===== config.mk =====
export PLATFORM = sky130hd
export DESIGN_NAME = uart_rx
export DESIGN_NICKNAME = d
export VERILOG_FILES = /design/src/rtl/uart_pkg.sv /design/src/rtl/uart_rx_sync.sv /design/src/rtl/uart_rx.sv
export SDC_FILE = /design/constraint.sdc
export NUM_CORES = 1
export LEC_CHECK = 0
export BUFFER_PORTS_ARGS = -buffer_cell sky130_fd_sc_hd__buf_2
export CAP_MARGIN = 20
export CORE_UTILIZATION = 56
export DETAILED_ROUTE_END_ITERATION = 6
export PLACE_DENSITY = 0.86
export SYNTH_ARGS = -nofsm -noshare
export SYNTH_HDL_FRONTEND = slang
export SYNTH_SLANG_ARGS = --single-unit

===== constraint.sdc =====
create_clock -name clk -period 2.2 [get_ports clk]
set_clock_uncertainty 0.05 [all_clocks]
set_input_delay 0.44 -clock clk [delete_from_list [all_inputs] [get_ports clk]]
set_output_delay 0.44 -clock clk [all_outputs]
set_load 0.005 [all_outputs]

===== src/rtl/uart_pkg.sv =====
// Shared types and oversampling constants for the UART receiver.
package uart_pkg;

    typedef enum logic [2:0] {IDLE, START, DATA, PARITY, STOP} uart_rx_state_e;

    localparam int unsigned OVERSAMPLE = 16;
    localparam int unsigned TICK_W     = $clog2(OVERSAMPLE);
    localparam logic [TICK_W-1:0] MID_TICK  = TICK_W'(7);
    localparam logic [TICK_W-1:0] LAST_TICK = TICK_W'(15);

endpackage


===== src/rtl/uart_rx_sync.sv =====
// Two-flop synchroniser for the async rx line plus falling-edge detect.
// All flops reset to 1 so an idle line never looks like a start edge.
module uart_rx_sync (
    input  logic clk,
    input  logic arst_n,
    input  logic i_rx,
    output logic o_rx_s,
    output logic o_rx_fall
);

    logic r_meta;
    logic r_sync;
    logic r_prev;

    always_ff @(posedge clk or negedge arst_n) begin
        if (!arst_n) begin
            r_meta <= 1'b1;
            r_sync <= 1'b1;
            r_prev <= 1'b1;
        end else begin
            r_meta <= i_rx;
            r_sync <= r_meta;
            r_prev <= r_sync;
        end
    end

    assign o_rx_s    = r_sync;
    assign o_rx_fall = r_prev & ~r_sync;

endmodule


===== src/rtl/uart_rx.sv =====
// UART receiver: 16x oversampled, LSB first, 1 start + 1 stop bit.
// Optional parity bit when UART_RX_PARITY_EN is defined.
module uart_rx
    import uart_pkg::*;
#(
    parameter int unsigned DATA_BITS = 8
) (
    input  logic                 clk,
    input  logic                 arst_n,
    input  logic                 i_active,
    input  logic                 i_rx_clk_en,
    input  logic                 i_rx,
    input  logic                 i_parity_odd,
    output logic [DATA_BITS-1:0] o_rx_data,
    output logic                 o_rx_valid,
    output logic                 o_frame_err,
    output logic                 o_parity_err,
    output logic                 o_busy
);

    localparam int unsigned BIT_W = $clog2(DATA_BITS);
    localparam logic [BIT_W-1:0] LAST_BIT = BIT_W'(DATA_BITS - 1);

    logic w_rx_s;
    logic w_rx_fall;

    uart_rx_sync u_sync (
        .clk       (clk),
        .arst_n    (arst_n),
        .i_rx      (i_rx),
        .o_rx_s    (w_rx_s),
        .o_rx_fall (w_rx_fall)
    );

    uart_rx_state_e        r_state, w_state_d;
    logic [TICK_W-1:0]     r_tick, w_tick_d;
    logic [BIT_W-1:0]      r_bit_cnt, w_bit_d;
    logic [DATA_BITS-1:0]  r_shreg, w_shreg_d;
    logic [DATA_BITS-1:0]  r_rx_data, w_rx_data_d;
    logic                  r_valid, w_valid_d;
    logic                  r_fe, w_fe_d;
    logic                  r_pe, w_pe_d;
    logic                  w_par_bad;

`ifdef UART_RX_PARITY_EN
    logic r_par_bad, w_par_bad_d;
    assign w_par_bad = r_par_bad;
`else
    logic w_unused_parity_odd;
    assign w_unused_parity_odd = i_parity_odd;
    assign w_par_bad           = 1'b0;
`endif

    always_ff @(posedge clk or negedge arst_n) begin
        if (!arst_n) begin
            r_state   <= IDLE;
            r_tick    <= '0;
            r_bit_cnt <= '0;
            r_shreg   <= '0;
            r_rx_data <= '0;
            r_valid   <= 1'b0;
            r_fe      <= 1'b0;
            r_pe      <= 1'b0;
`ifdef UART_RX_PARITY_EN
            r_par_bad <= 1'b0;
`endif
        end else begin
            r_state   <= w_state_d;
            r_tick    <= w_tick_d;
            r_bit_cnt <= w_bit_d;
            r_shreg   <= w_shreg_d;
            r_rx_data <= w_rx_data_d;
            r_valid   <= w_valid_d;
            r_fe      <= w_fe_d;
            r_pe      <= w_pe_d;
`ifdef UART_RX_PARITY_EN
            r_par_bad <= w_par_bad_d;
`endif
        end
    end

    always_comb begin
        w_state_d   = r_state;
        w_tick_d    = r_tick;
        w_bit_d     = r_bit_cnt;
        w_shreg_d   = r_shreg;
        w_rx_data_d = r_rx_data;
        w_valid_d   = 1'b0;
        w_fe_d      = 1'b0;
        w_pe_d      = 1'b0;
`ifdef UART_RX_PARITY_EN
        w_par_bad_d = r_par_bad;
`endif
        if (!i_active) begin
            w_state_d = IDLE;
            w_tick_d  = '0;
            w_bit_d   = '0;
        end else begin
            case (r_state)
                IDLE: begin
                    if (w_rx_fall) begin
                        w_state_d = START;
                        w_tick_d  = '0;
                    end
                end
                START: begin
                    if (i_rx_clk_en) begin
                        if (r_tick == MID_TICK) begin
                            // Line back high at mid-start: glitch, drop silently.
                            w_state_d = w_rx_s ? IDLE : DATA;
                            w_tick_d  = '0;
                            w_bit_d   = '0;
                        end else begin
                            w_tick_d = r_tick + 1'b1;
                        end
                    end
                end
                DATA: begin
                    if (i_rx_clk_en) begin
                        w_tick_d = r_tick + 1'b1;
                        if (r_tick == LAST_TICK) begin
                            w_shreg_d = {w_rx_s, r_shreg[DATA_BITS-1:1]};
                            w_bit_d   = r_bit_cnt + 1'b1;
                            if (r_bit_cnt == LAST_BIT) begin
                                w_bit_d = '0;
`ifdef UART_RX_PARITY_EN
                                w_state_d = PARITY;
`else
                                w_state_d = STOP;
`endif
                            end
                        end
                    end
                end
`ifdef UART_RX_PARITY_EN
                PARITY: begin
                    if (i_rx_clk_en) begin
                        w_tick_d = r_tick + 1'b1;
                        if (r_tick == LAST_TICK) begin
                            w_par_bad_d = w_rx_s != ((^r_shreg) ^ i_parity_odd);
                            w_state_d   = STOP;
                        end
                    end
                end
`endif
                STOP: begin
                    if (i_rx_clk_en) begin
                        w_tick_d = r_tick + 1'b1;
                        if (r_tick == LAST_TICK) begin
                            w_state_d = IDLE;
                            w_tick_d  = '0;
                            if (!w_rx_s) begin
                                w_rx_data_d = r_shreg;
                                w_fe_d      = 1'b1;
                                w_pe_d      = w_par_bad;
                            end else if (w_par_bad) begin
                                w_pe_d = 1'b1;
                            end else begin
                                w_rx_data_d = r_shreg;
                                w_valid_d   = 1'b1;
                            end
                        end
                    end
                end
                default: begin
                    w_state_d = IDLE;
                    w_tick_d  = '0;
                    w_bit_d   = '0;
                end
            endcase
        end
    end

    assign o_rx_data    = r_rx_data;
    assign o_rx_valid   = r_valid;
    assign o_frame_err  = r_fe;
    assign o_parity_err = r_pe;
    assign o_busy       = (r_state != IDLE);

endmodule

==> results.md <==
STA:
- The slew of the pin with the lowest slew margin is 0.6772 ns.
- Setup repair after global routing left no endpoint under its margin.
- Setup total negative slack on the finished layout was measured at 0 ns.
- The setup slack after layout is 0.1272 ns.
- Static timing analysis puts the maximum clock frequency at 482.4 MHz.
- The tightest hold path in the finished design has a slack of 0.09117 ns.
- The final-report hold violation count was 0.
- Setup violations remaining at the end of the flow were counted as 0.
- The worst-case headroom to the max-slew limit is 54.85%.
- Of the available clock period, the critical path in the final layout requires 94.22%.
- The minimum period implied by the final worst setup slack is 2.073 ns.
- The total count of max-transition violations in the final report is 0.

Place:
- The area after detailed placement is 0.001595 sq mm.
- After legalization and detailed placement, the total HPWL measured 1892 um.
- The final estimated routing congestion in global placement is 0.8310.
- Prior to clock tree synthesis, the placed netlist has a worst setup slack of 0.1744 ns.
- Port buffering added 15 buffers.
- Including well taps, the total number of placed cells is 163.

Worst hold path:
- The path class of the tightest hold or removal check is in2async.

Setup path:
- The maximum net fanout on the critical path is 6.
- The source of the critical timing path is r_tick[0].
- The endpoint kind of the worst setup timing path is a flip-flop.
- The category of the most critical setup path is reg2reg.
- Measured in cells, the most critical reg-to-reg path has a length of 6.
- The worst path required time is 2.40 ns.
- The startpoint of the lowest-slack register-to-register path is r_tick[0].
- The setup slack of the most critical reg-to-reg path is 0.13 ns.
- The worst register-to-register path ends at r_tick[3].
- STA classifies the critical path startpoint as a flip-flop.
- STA puts the critical path data arrival time at 2.27 ns.
- The worst setup path endpoint is r_tick[3].

Global route:
- The number of global-route vias before repair is 1016.
- The initial antenna violation count is 0.
- The wire length of the first global-routing pass is 4464 um.
- After global routing the overflow that remains totals 0.
- The global-route total usage across every layer is 22.71%.
- The maximum number of pins on one net before global-route repair is 32.

Cells and area:
- The post-route cell area is 0.001664 sq mm.
- The share of post-route cells with drive strength above 1 is 36.88%.
- The number of nets in the layout is 149.
- The repair_antennas step left the layout with diodes totalling 0.
- The finished layout holds 171 standard cells, fillers aside.
- For this run, the share of the core covered by cells in the final layout is 65.97%.
- Relative to the synthesized area, the layout overhead comes to 9.555%.

Synth:
- The most used flip-flop cell after synthesis is dfrtp_1.
- Sorting the synthesized cells by area gives the leading types as dfrtp_1 (46%), mux2_2 (13%), dfstp_2 (5.2%), ha_1 (2.5%), nand2b_1 (2.5%).
- Sorting the synthesized cells by how often they occur yields dfrtp_1 (28), mux2_2 (18), nand2_1 (6), nand2b_1 (6), buf_2 (5).
- The most frequently used cell type in the post-synthesis netlist is dfrtp_1.
- In this run, synthesis produced a sequential element count of 31.
- After synthesis, the largest family of logic cells by area is multiplexers.
- After technology mapping, the gate count stands at 124.
- The Yosys step of the flow raised 0 warnings.
- The mean area per synthesized cell is 12.25 sq um.
- The number of enable flip-flop cells after synthesis is 0.
- The synthesized-area fraction occupied by ao, oa, aoi and oai cells is 12.27%.
- The xor/xnor share of the synthesized area is 1.153%.
- The number of distinct library cell variants in the gate-level netlist after synthesis is 44.
- The top cell type's share of synthesized area is 46.13%.
- The synthesized netlist occupies a cell area of 0.001519 sq mm.
- The sequential-to-total area share from yosys stat is 51.32%.
- The simple-gate portion of the synthesized area is 13.92%.
- The mux cell area share after synthesis is 14.00%.
- The cell taking the most area after synthesis is dfrtp_1.
- The adder-cell share of the synthesized area is 2.471%.
- Counting every net in the synthesized netlist gives 133.
- After synthesis, the share of flip-flops with an asynchronous set or reset is 100.0%.

Status:
- The run finished with clean final reports.

Route:
- The via count is 1041.
- The final wirelength is 2656 um.
- The remaining number of nets flagged by the antenna check after routing is 0.
- After detailed routing, the number of vias per cell comes to 6.088.
- In the routed design, unresolved DRC markers number 0.
- For this block, the initial DRC count from the detailed router was 23.
- Before antenna repair, the detailed router went through 4 iterations.
- Dividing the detail-routed wire length by the instance count gives 15.53 um.

Power:
- In this run, the combinational gates consume 13.8% of the power.
- In this run the static leakage power is 0.8098 nW.
- The switching power as a share of total power is 26.69%.
- The total power density per cell area is 692.3 mW/mm^2.
- The internal power of the cells is 844.6 uW.
- The worst-case IR drop observed on VDD is 0.5739 mV.
- Sequential cells burn 53.8% of the power.
- The power dissipated by switching net loads is 307.5 uW.
- The post-layout total power is 1.152 mW.
- Per report_power, the clock group accounts for 32.4% of the total.

Floorplanning:
- The die covers 0.002925 sq mm.
- For this design the top-level I/O count stands at 18.
- The floorplan has 18 rows.
- The floorplan step set the die height to 54.08 um.
- The initial utilization of the core area, before any placement, comes to 60.22%.
- The area of the core region is 0.002522 sq mm.
- The x dimension of the die is 54.08 um.

CTS:
- In this run, post-CTS hold repair placed 0 buffers.
- At the later pin of the worst-skew pair, clock insertion delay measures 0.33 ns.
- The tree is rooted in a clkbuf_4.
- The number of buffers inserted by post-CTS setup repair is 0.
- The maximum count of clock buffers along a single path is 2.
- The number of buffers inserted during clock tree synthesis is 5.
- The tree built by TritonCTS fans out to 31 sinks.
- After clock tree synthesis, the clock-pin slew on the worst setup and hold paths is 0.09 ns.
- In this run the number of H-tree levels came out at 2.
- The clock tree from TritonCTS is yes.
- After clock tree synthesis, the repair step resized 0 gates.

Job:
- The number of maximum-capacitance violations is 0.
[cells by family after synthesis]
| family | Yosys count |
|---|---|
| compound gates | 24 |
| buf+inv | 12 |
| mux | 19 |
| flops | 31 |
| fa+ha+maj | 3 |
| xor+xnor | 2 |
| other cells | 1 |
| simple gates | 32 |
[sequential cells by signal, summed over array words and instances, names as in the netlist]
name / cells
r_bit_cnt: 3
o_rx_data: 8
u_sync.o_rx_s: 1
r_tick: 4
r_shreg: 8
u_sync.r_meta: 1
u_sync.r_prev: 1
r_state: 3
o_frame_err: 1
o_rx_valid: 1
[power by group through the flow]
| stage | combinational, mW | sequential [mW] | clock [mW] |
|---|---|---|---|
| final | 0.159 | 0.620 | 0.373 |
| after global routing | 0.178 | 0.624 | 0.404 |
| after CTS | 0.160 | 0.620 | 0.386 |
| after detailed placement | 0.159 | 0.631 | 0 |
| after global placement | 0.150 | 0.629 | 0 |
| after floorplan | 0.138 | 0.610 | 0 |
[worst max-delay path, stage by stage, from the launching register on]
cell and delay, ns:
dfrtp_1 0.41, ha_1 0.23, and2_1 0.23, o32ai_1 0.33
o21ai_1 0.17, or4_1 0.49, o221ai_1 0.08
[layer usage]
| layer | up-vias | GRT usage (%) | wire (um) |
|---|---|---|---|
| met5 | - | 0 | 0 |
| met4 | 0 | 10.26 | 51 |
| met1 | 521 | 25.96 | 1129 |
| li1 | 479 | - | - |
| met2 | 35 | 37.65 | 1358 |
| met3 | 6 | 8.475 | 116 |
[worst min-delay path by stage]
| stage | cells past startpoint | endpoint | slack, ns | start |
|---|---|---|---|---|
| detailed placement | 0 | u_sync.o_rx_s | 0.30 | u_sync.r_meta |
| global placement | 0 | u_sync.o_rx_s | 0.30 | u_sync.r_meta |
| finish | 1 | r_bit_cnt[1] | 0.09 | arst_n |
| global route | 1 | r_bit_cnt[1] | 0.12 | arst_n |
| floorplan | 0 | o_frame_err | 0.09 | arst_n |
| CTS | 1 | r_bit_cnt[1] | 0.09 | arst_n |
[final cells by class]
type / instances / area (sq um)
Multi-Input combinational cell: 81 / 669.4
Fill cell: 202 / 858.3
Inverter: 3 / 11.26
Clock buffer: 8 / 68.82
Tap cell: 30 / 37.54
Sequential cell: 31 / 779.5
Timing Repair Buffer: 18 / 97.59
[cell usage in the layout, fill, tap and decap left out, types with 2 or more instances in the layout]
cell type / instances
xnor2_1: 2
clkbuf_4: 5
and4bb_2: 2
and2_1: 2
nand2_1: 6
dfstp_2: 3
nor2b_1: 2
nand2b_1: 6
buf_4: 3
o21a_1: 2
a22o_1: 3
mux2_2: 18
o22ai_1: 3
inv_1: 3
a211o_1: 2
buf_2: 15
ha_1: 3
o31ai_1: 2
dfrtp_1: 28
clkbuf_8: 2
nor2_1: 4
Note: power is estimated with default switching activity, not from simulation.
